===== config.mk =====
export PLATFORM = sky130hd
export DESIGN_NAME = mux_arb_reg
export DESIGN_NICKNAME = d
export VERILOG_FILES = /design/src/rtl/mux_arb_pkg.sv /design/src/rtl/rr_grant.sv /design/src/rtl/mux_arb_reg.sv
export SDC_FILE = /design/constraint.sdc
export NUM_CORES = 1
export LEC_CHECK = 0
export CAP_MARGIN = 10
export CORE_MARGIN = 4
export CORE_UTILIZATION = 43
export DETAILED_ROUTE_END_ITERATION = 12
export MAX_ROUTING_LAYER = met4
export PLACE_DENSITY = 0.95
export SYNTH_ARGS = -nofsm -noshare
export SYNTH_HDL_FRONTEND = slang
export SYNTH_SLANG_ARGS = --single-unit

===== constraint.sdc =====
create_clock -name clk -period 4.7 [get_ports clk]
set_input_delay 0.705 -clock clk [delete_from_list [all_inputs] [get_ports clk]]
set_output_delay 0.705 -clock clk [all_outputs]
set_load 0.05 [all_outputs]

===== src/rtl/mux_arb_pkg.sv =====
`default_nettype none
// ============================================================================
// Module   : mux_arb_pkg
// Purpose  : Shared definitions for the registered arbitrating multiplexer.
//            Holds the arbitration-mode encodings and the select-width helpers.
// Ports    : none (package)
// Revision : 1.0  initial release
// ============================================================================
package mux_arb_pkg;

  localparam logic PRIO_RR    = 1'b0;  // round-robin arbitration
  localparam logic PRIO_FIXED = 1'b1;  // fixed priority, channel 0 highest

  // Ceiling log2; returns 0 for n <= 1.
  function automatic int clog2(input int n);
    int r;
    r = 0;
    for (int v = n - 1; v > 0; v = v >> 1) begin
      r = r + 1;
    end
    return r;
  endfunction

  // Index width for n channels; never narrower than one bit.
  function automatic int sel_width(input int n);
    return (clog2(n) < 1) ? 1 : clog2(n);
  endfunction

endpackage
`default_nettype wire


===== src/rtl/rr_grant.sv =====
`default_nettype none
// ============================================================================
// Module   : rr_grant
// Purpose  : Combinational arbiter. Searches the request vector starting at
//            i_start (wrapping) in round-robin mode, or from index 0 in fixed
//            mode, and reports the first requester found.
// Ports    : i_req   - request vector, one bit per channel
//            i_start - round-robin search start index
//            i_mode  - PRIO_RR or PRIO_FIXED
//            o_grant - one-hot grant (all-0 when nothing requests)
//            o_idx   - encoded index of the granted channel
//            o_any   - at least one request present
// Revision : 1.0  initial release
// ============================================================================
module rr_grant
  import mux_arb_pkg::*;
#(
  parameter  int N     = 4,
  localparam int SEL_W = sel_width(N)
) (
  input  logic [N-1:0]     i_req,
  input  logic [SEL_W-1:0] i_start,
  input  logic             i_mode,
  output logic [N-1:0]     o_grant,
  output logic [SEL_W-1:0] o_idx,
  output logic             o_any
);

  logic [SEL_W-1:0] w_base;
  logic [SEL_W-1:0] w_cand [N];
  logic [SEL_W-1:0] w_idx;
  logic             w_any;

  // Fixed mode is simply a round-robin search anchored at 0. An out-of-range
  // start (only possible for non-power-of-two N) is also anchored at 0.
  assign w_base = (i_mode == PRIO_FIXED || {1'b0, i_start} >= (SEL_W+1)'(N))
                  ? '0 : i_start;

  // w_cand[k] is the channel examined k-th: (base + k) mod N. The sum never
  // reaches 2N, so a single conditional subtract performs the modulo.
  generate
    for (genvar k = 0; k < N; k++) begin : g_cand
      logic [SEL_W:0] w_sum;
      assign w_sum     = {1'b0, w_base} + (SEL_W+1)'(k);
      assign w_cand[k] = (w_sum >= (SEL_W+1)'(N))
                         ? SEL_W'(w_sum - (SEL_W+1)'(N))
                         : w_sum[SEL_W-1:0];
    end
  endgenerate

  always_comb begin
    w_any = 1'b0;
    w_idx = '0;
    for (int k = 0; k < N; k++) begin
      if (!w_any && i_req[w_cand[k]]) begin
        w_any = 1'b1;
        w_idx = w_cand[k];
      end
    end
  end

  generate
    for (genvar i = 0; i < N; i++) begin : g_grant
      assign o_grant[i] = w_any && (w_idx == SEL_W'(i));
    end
  endgenerate

  assign o_idx = w_idx;
  assign o_any = w_any;

endmodule
`default_nettype wire


===== src/rtl/mux_arb_reg.sv =====
`default_nettype none
// ============================================================================
// Module   : mux_arb_reg
// Purpose  : Registered N-channel multiplexer with valid/ready handshakes.
//            Arbitrates among valid inputs (round-robin or fixed priority) and
//            holds the winning word in a single-entry output register.
// Ports    : clk, reset        - clock, synchronous active-high reset
//            in_valid/in_ready - per-channel handshake
//            in_data           - flattened channel words, channel 0 lowest
//            prio_mode         - 0 round-robin, 1 fixed priority
//            out_valid/out_ready, out_data, out_chan - registered output
// Revision : 1.0  initial release
// ============================================================================
module mux_arb_reg
  import mux_arb_pkg::*;
#(
  parameter  int WIDTH    = 16,
  parameter  int CHANNELS = 4,
  localparam int SEL_W    = sel_width(CHANNELS)
) (
  input  logic                      clk,
  input  logic                      reset,
  input  logic [CHANNELS-1:0]       in_valid,
  input  logic [CHANNELS*WIDTH-1:0] in_data,
  output logic [CHANNELS-1:0]       in_ready,
  input  logic                      prio_mode,
  output logic                      out_valid,
  output logic [WIDTH-1:0]          out_data,
  output logic [SEL_W-1:0]          out_chan,
  input  logic                      out_ready
);

  logic [SEL_W-1:0]    r_ptr;
  logic                r_out_valid;
  logic [WIDTH-1:0]    r_out_data;
  logic [SEL_W-1:0]    r_out_chan;

  logic                w_load_en;
  logic                w_xfer;
  logic [CHANNELS-1:0] w_grant;
  logic [SEL_W-1:0]    w_idx;
  logic                w_any;
  logic [SEL_W-1:0]    w_ptr_next;
  logic [WIDTH-1:0]    w_sel_data;

  rr_grant #(
    .N (CHANNELS)
  ) u_grant (
    .i_req   (in_valid),
    .i_start (r_ptr),
    .i_mode  (prio_mode),
    .o_grant (w_grant),
    .o_idx   (w_idx),
    .o_any   (w_any)
  );

  // The register can accept a word when empty or when its word leaves now,
  // which gives full throughput with no bubble.
  assign w_load_en = !r_out_valid || out_ready;

  // Reset suppresses acceptance so no producer believes its word was taken.
  assign w_xfer   = w_load_en && w_any && !reset;
  assign in_ready = w_xfer ? w_grant : '0;

  assign w_sel_data = in_data[int'(w_idx)*WIDTH +: WIDTH];
  assign w_ptr_next = (w_idx == SEL_W'(CHANNELS-1)) ? '0 : w_idx + SEL_W'(1);

  always_ff @(posedge clk) begin
    if (reset) begin
      r_ptr       <= '0;
      r_out_valid <= 1'b0;
      r_out_data  <= '0;
      r_out_chan  <= '0;
    end else if (w_load_en) begin
      if (w_any) begin
        r_out_valid <= 1'b1;
        r_out_data  <= w_sel_data;
        r_out_chan  <= w_idx;
        if (prio_mode == PRIO_RR) begin
          r_ptr <= w_ptr_next;
        end
      end else begin
        // Data and channel hold; only the valid flag drops.
        r_out_valid <= 1'b0;
      end
    end
  end

  assign out_valid = r_out_valid;
  assign out_data  = r_out_data;
  assign out_chan  = r_out_chan;

endmodule
`default_nettype wire


==> impl_results.md, run 1 <==
* Highest metal used: met4
* Compound-cell area share of the yosys netlist at around 45%
* Synth Register Bits at 21
* Total track usage at 21.8%
* Vias in the first global route at 1974
* Startpoint types: input port
* RSZ-0062 raised after global routing: no
* R2r endpoint: r_ptr[1]$_SDFFE_PP0P_
* Finished Layout Cells at 349
* Post-synthesis mux area share at less than 1%
* Cell row count at 23
* Largest net degree at the start of global routing at 36
* Peak VDD IR at 0.193 mV
* Clock power share at about 15%
* Hold slack final at between 0.4 and 0.5 ns
* CP startpoint: in_valid[3]
* Worst-Skew Late Latency at 0.26 ns
* Critical Path RT at roughly 4 ns
* Total core area at 0.00403 mm^2
* Element type at the critical path end: primary output
* Metal3 WL at between 500 and 600 um
* Leakage at 1.04 nW
* Internal power at about 0.46 mW
* Cell Area, Synth at 0.00181 mm^2
* Number of flops mapped to enable cells by yosys at 0
* Main flop type after synthesis: dfxtp_1
* PostCTS Resize Cnt at 0
* Clock-pin slew on the worst setup and hold paths at roughly 0.070 ns
* Root cell of the clock tree: clkbuf_8
* Max Root-Sink Buffers at 2
* Die width at around 73 um
* Avg Inst Size Synth at between 8 and 9 um^2
* DRC at 0
* Hold buffers post-CTS at 0
* Post-synth cell types at 50
* Global placer's final weighted congestion at approximately 0.83
* Max Cap Viol at 0
* Commonest non-fill, non-tap cell in the layout: clkdlybuf4s50_1
* Status: finished, final reports clean
* WL met1 at 2.33 mm
* Commonest non-fill, non-tap cells in the layout: 90 x clkdlybuf4s50_1, 40 x o211ai_1, 21 x dfxtp_1
* DRT antenna net count at 0
* Avg Vias per Cell at approximately 6
* Num CTS Buffers at 3
* Setup tns final at 0 ns
* Nets at roughly 370
* Yosys warns at 0
* Final Max Slew Viols at 0
* Number of antenna violations at the first check in global routing at 0
* Reg power frac at 29.2%
* Initial drt markers at 184
* Final HPWL DP at roughly 4.2 mm
* Hold Path Class: flip-flop to flip-flop
* Slew headroom at 51.3%
* Switching Fraction at a little over two fifths
* Sequential area share after synthesis at between 20% and 30%
* Cell Pwr Density at around 290 mW/mm^2
* Actual slew at the worst max-slew pin at around 0.73 ns
* Worst endpoint data arrival time at between 3 and 4 ns
* H-tree depth at 1
* End of the critical path: in_ready[3]
* Final Cycle Share at between 80% and 90%
* Combinational power share at approximately 56%
* Maximum fanout along the worst path at 35
* WL/cell at ~17 um
* Minimum clock period at ~3.8 ns
* CTS tree: yes
* Layout Skew at ~0.006 ns
* DIE AREA at 0.00531 mm^2
* Layout cells sized above 1 at 11.4%
* WS Path Type: input port to primary output
* Setup repair bufs after CTS at 0
* IO Port Bufs at between 90 and 100
* HP Start: out_chan[0]$_SDFFE_PP0P_
* Pwr Total at between 0.7 and 0.8 mW
* Met2 WL at roughly 2.8 mm
* Sink Count at 21
* Via count at between 2000 and 2500
* Asr flop ratio synth at 0%
* Die height at 72.9 um
* Area Growth Syn to Fin at 53.2%
* Number of setup violations in the final report at 0
* Post-synthesis simple-gate area fraction at 17.4%
* Ports at 95
* Initial Utilization at roughly 45%
* Largest family of logic cells by synthesized area: compound AO/OA/AOI/OAI gates
* Detailed Routing Iterations Pass 1 at 5
* GRT overflow at 0
* F_max at 263 MHz
* Psw at 0.338 mW
* Worst reg2reg startpoint: r_ptr[0]$_SDFFE_PP0P_
* DRT Wirelength at between 5 and 6 mm
* Reg-to-reg setup timing slack at around 2.4 ns
* Core Util, Final at 68.9%
* First-pass GRT wire length at 9.17 mm
* Synth Area in XOR/XNOR at 0%
* Placed Cells incl. Taps at around 340
* Synthesized Nets at 292
* Adder-cell area share of the yosys netlist at 0.691%
* Mapped Cells at approximately 220
* Final hold vios at 0
* R2R cell count at 9
* Number of diodes at 0
area by class of cell:
| cell class | instances | area [um^2] |
|---|---|---|
| fill | 309 | 1250 |
| multi-input combinational | 154 | 1150 |
| timing repair buffer | 99 | 1010 |
| sequential | 21 | 420 |
| inverter | 21 | 83.8 |
| tap | 50 | 62.6 |
| clock buffer | 4 | 45.0 |
critical path, cell delays in order:
cell and delay [ns]:
clkdlybuf4s50_1 0.70, nand3b_1 0.17, a21oi_1 0.08, nor2_2 0.33, buf_8 0.24, o21ai_4 0.12, inv_6 0.25, ha_1 0.18
and2_1 0.16, buf_12 0.15
cells in the mapped netlist (6+ instances only):
master	instances	share of area [%]
nand2_1	20	4.1
nand2b_1	6	2.1
o211ai_1	40	17
o2111ai_1	15	7.3
buf_2	8	2.2
clkbuf_1	6	1.2
inv_1	19	3.9
dfxtp_1	21	23
nor2_1	9	1.9
o211ai_2	6	4.1
buf_6	6	3.7
a22o_1	15	7.3
power by group through the flow:
stage	clock network (mW)	registers, mW	logic, mW
floorplan	0	0.337	0.191
global placement	0	0.234	0.434
detailed placement	0	0.236	0.438
CTS	0.123	0.231	0.440
global route	0.131	0.237	0.470
finish	0.119	0.232	0.445
through the flow:
stage / setup slack (ns) / instance area (um^2)
after floorplan: 1.12 / 1810
after global placement: 0.436 / 2700
after detailed placement: 0.397 / 2700
after CTS: 0.388 / 2740
after global routing: 0.727 / 2770
final: 0.892 / 2770
cells by family (layout without fill, tap and decap cells):
family	after synthesis	after routing
DFF	21	21
AOI/OAI and AO/OA	95	95
and+or+nand+nor	57	57
buffers and inverters	44	124
muxes	1	1
adders and majority gates	1	1
flip-flops by register name, summed over array words and instances, names as in the netlist:
signal / cells
out_data: 16
out_chan: 2
r_ptr: 2
out_valid: 1
metal layers:
| metal | vias up | global-route usage [%] |
|---|---|---|
| met3 | 6 | 4.82 |
| met5 | - | - |
| met4 | 0 | 4.10 |
| li1 | 1004 | - |
| met1 | 961 | 28.2 |
| met2 | 128 | 35.0 |
how the worst min path moves through the flow:
stage	cells after the start	endpoint	slack [ns]
floorplan	3	r_ptr[0]$_SDFFE_PP0P_	0.62
global placement	2	out_chan[0]$_SDFFE_PP0P_	0.46
detailed placement	2	out_chan[0]$_SDFFE_PP0P_	0.45
CTS	2	out_chan[0]$_SDFFE_PP0P_	0.47
global route	2	out_chan[0]$_SDFFE_PP0P_	0.49
finish	2	out_chan[0]$_SDFFE_PP0P_	0.47
No activity file was read; power rests on OpenSTA's default activity.
==> inputs of run 2 (changes only) <==
--- a/config.mk
+++ b/config.mk
@@ -7,10 +7,10 @@
 export LEC_CHECK = 0
 export CAP_MARGIN = 10
 export CORE_MARGIN = 4
-export CORE_UTILIZATION = 43
+export CORE_UTILIZATION = 36
 export DETAILED_ROUTE_END_ITERATION = 12
 export MAX_ROUTING_LAYER = met4
-export PLACE_DENSITY = 0.95
+export PLACE_DENSITY = 0.88
 export SYNTH_ARGS = -nofsm -noshare
 export SYNTH_HDL_FRONTEND = slang
 export SYNTH_SLANG_ARGS = --single-unit
==> constraint.sdc (replaced) <==
create_clock -name clk -period 3.1 [get_ports clk]
set_input_delay 0.465 -clock clk [delete_from_list [all_inputs] [get_ports clk]]
set_output_delay 0.465 -clock clk [all_outputs]
set_load 0.05 [all_outputs]
==> run 2 against run 1 <==
Compared with the run above:
- clock power is 55% higher
- total power is 54% higher
- clock skew is 0.0030 ns higher
- critical path type unchanged
- setup slack worse by 0.80 ns
- sequential share of layout area is 0.35 points lower
==> impl_results.md, run 2 (same netlist as run 1, synthesis figures left out) <==
* Commonest non-fill, non-tap cell in the layout: clkdlybuf4s50_1
* Layout Skew at 0.00917 ns (+0.00304 ns)
* Element type at the critical path end: primary output
* DRC at 0 (unchanged)
* Status: finished, final reports clean
* Total track usage at 19.9% (-1.9 points)
* Final hold vios at 0 (unchanged)
* Largest net degree at the start of global routing at 31 (-14%)
* Critical Path RT at 2.63 ns (-1.36 ns)
* F_max at 332 MHz
* Die height at 78.9 um (+8.3%)
* First-pass GRT wire length at 9.67 mm (+5.4%)
* Via count at 2067 (-1.5%)
* DRT antenna net count at 0 (unchanged)
* Final design instance area without fill at 0.00284 mm^2 (+2.3%)
* Actual slew at the worst max-slew pin at 0.522 ns (-0.208 ns)
* Worst slack, placed at 0.0295 ns (-0.368 ns)
* Detailed Routing Iterations Pass 1 at 4 (-1)
* Peak VDD IR at 0.372 mV (+92%)
* Minimum clock period at ~3 ns
* Final Max Slew Viols at 0 (unchanged)
* Final Cycle Share at between 90% and 100%
* IO Port Bufs at 94 (unchanged)
* Layout cells sized above 1 at 13.8% (+2.4 points)
* Sink Count at 21 (unchanged)
* Post-place instance area at 0.00279 mm^2 (+3.2%)
* Pwr Total at 1.23 mW (+54%)
* DRT Wirelength at 6.22 mm (+7.4%)
* Number of setup violations in the final report at 0 (unchanged)
* DIE AREA at 0.00623 mm^2 (+17%)
* Cell row count at 25 (+8.7%)
* Die width at 78.9 um (+8.3%)
* Nets at 379 (+1.6%)
* Number of diodes at 0 (unchanged)
* Cell Pwr Density at 432 mW/mm^2 (+50%)
* Worst endpoint data arrival time at 2.55 ns (-0.55 ns)
* Initial drt markers at 112 (-39%)
* Slew headroom at 65.1% (+14 points)
* Initial Utilization at 37.8% (-7.1 points)
* Vias in the first global route at 1984 (+0.51%)
* CTS tree: yes
* Worst-Skew Late Latency at 0.26 ns (about the same)
* WL/cell at 16.7 um (+0.73%)
* Core Util, Final at 59.3% (-9.5 points)
* Hold Path Class: flip-flop to flip-flop
* WS Path Type: input port to primary output
* Startpoint types: input port
* GRT overflow at 0 (unchanged)
* Ports at 95 (unchanged)
* Fill cells at 417 (+35%)
* Clock-pin slew on the worst setup and hold paths at 0.08 ns (about the same)
* Final WS setup at 0.0889 ns (-0.803 ns)
* Number of flip-flops in the largest register at 16 (unchanged)
* Total core area at 0.00479 mm^2 (+19%)
* Number of antenna violations at the first check in global routing at 0 (unchanged)
* Area Growth Syn to Fin at 56.8%
* Leakage at 1.08 nW (+3.7%)
* Final HPWL DP at 4.60 mm (+9.6%)
* Root cell of the clock tree: clkbuf_8
* Max Root-Sink Buffers at 2 (unchanged)
* Setup repair bufs after CTS at 0 (unchanged)
* Num CTS Buffers at 3 (unchanged)
* Hold buffers post-CTS at 0 (unchanged)
* Global placer's final weighted congestion at 0.846 (+2.0%)
* Commonest non-fill, non-tap cells in the layout: 89 x clkdlybuf4s50_1, 40 x o211ai_1, 21 x dfxtp_1
* Max Cap Viol at 0 (unchanged)
* H-tree depth at 1 (unchanged)
* Maximum fanout along the worst path at 19 (-46%)
* Avg Vias per Cell at 5.56 (-7.6%)
-- run 2: cell types whose count changed in the layout (fill, tap and decap cells not counted), sizes merged --
cell | before | now
clkinv | 0 | 1
clkbuf | 4 | 3
dlymetal6s2s | 0 | 1
buf | 9 | 15
clkdlybuf4s50 | 90 | 89
-- run 2: report_power, final --
group	switching [mW]	leakage (nW)	internal, mW
logic	0.397	0.876	0.292
registers	0.0320	0.175	0.320
clock network	0.0951	0.0255	0.0896
total	0.525	1.08	0.701
-- run 2: area by class of cell --
cell class                      instances  area (um^2)  share of cell area [%]
Multi-Input combinational cell        154         1160                    41.0
Timing Repair Buffer                  105         1040                    36.7
Sequential cell                        21          420                    14.8
Inverter                               21         83.8                    2.95
Tap cell                               67         83.8                    2.95
Clock buffer                            3         41.3                    1.45
Clock inverter                          1         5.00                   0.176
-- run 2: path summary, 6_finish.rpt --
path	startpoint	end	slack [ns]	cells after the start
min	out_data[15]$_SDFFE_PP0P_	out_data[15]$_SDFFE_PP0P_	0.49	1
min reg2reg	out_data[15]$_SDFFE_PP0P_	out_data[15]$_SDFFE_PP0P_	0.49	1
max	prio_mode	in_ready[3]	0.09	9
max reg2reg	r_ptr[1]$_SDFFE_PP0P_	out_data[0]$_SDFFE_PP0P_	0.95	8
-- run 2: per-layer routing --
| metal | wire, um | part of all wire [%] | vias to the layer above | global-route usage, % |
|---|---|---|---|---|
| li1 | - | - | 1015 | - |
| met1 | 2710 | 44 | 965 | 26.2 |
| met2 | 2990 | 48 | 77 | 31.2 |
| met3 | 398 | 6.4 | 10 | 3.97 |
| met4 | 120 | 1.9 | 0 | 5.33 |
| met5 | 0 | 0 | - | - |
-- run 2: what timing repair did --
item                       4_1_cts  5_1_grt
setup endpoints to repair        0        2
resized for setup                0        2
hold endpoints to repair         0        0
-- run 2: metrics by stage --
stage	TNS [ns]	hold WS, ns	std cells
3_3_place_gp	0	0.461	368
2_1_floorplan	0	0.610	219
5_1_grt	-0.0152	0.506	372
3_5_place_dp	0	0.466	368
6_report	0	0.487	372
4_1_cts	0	0.487	372
-- run 2: worst max-delay path, stage by stage --
cell and delay (ns):
clkdlybuf4s50_1 0.55, or3b_1 0.44, a21oi_1 0.21, nor2_2 0.08
o21ai_4 0.12, inv_6 0.13, ha_1 0.21, and2_1 0.17
buf_12 0.16
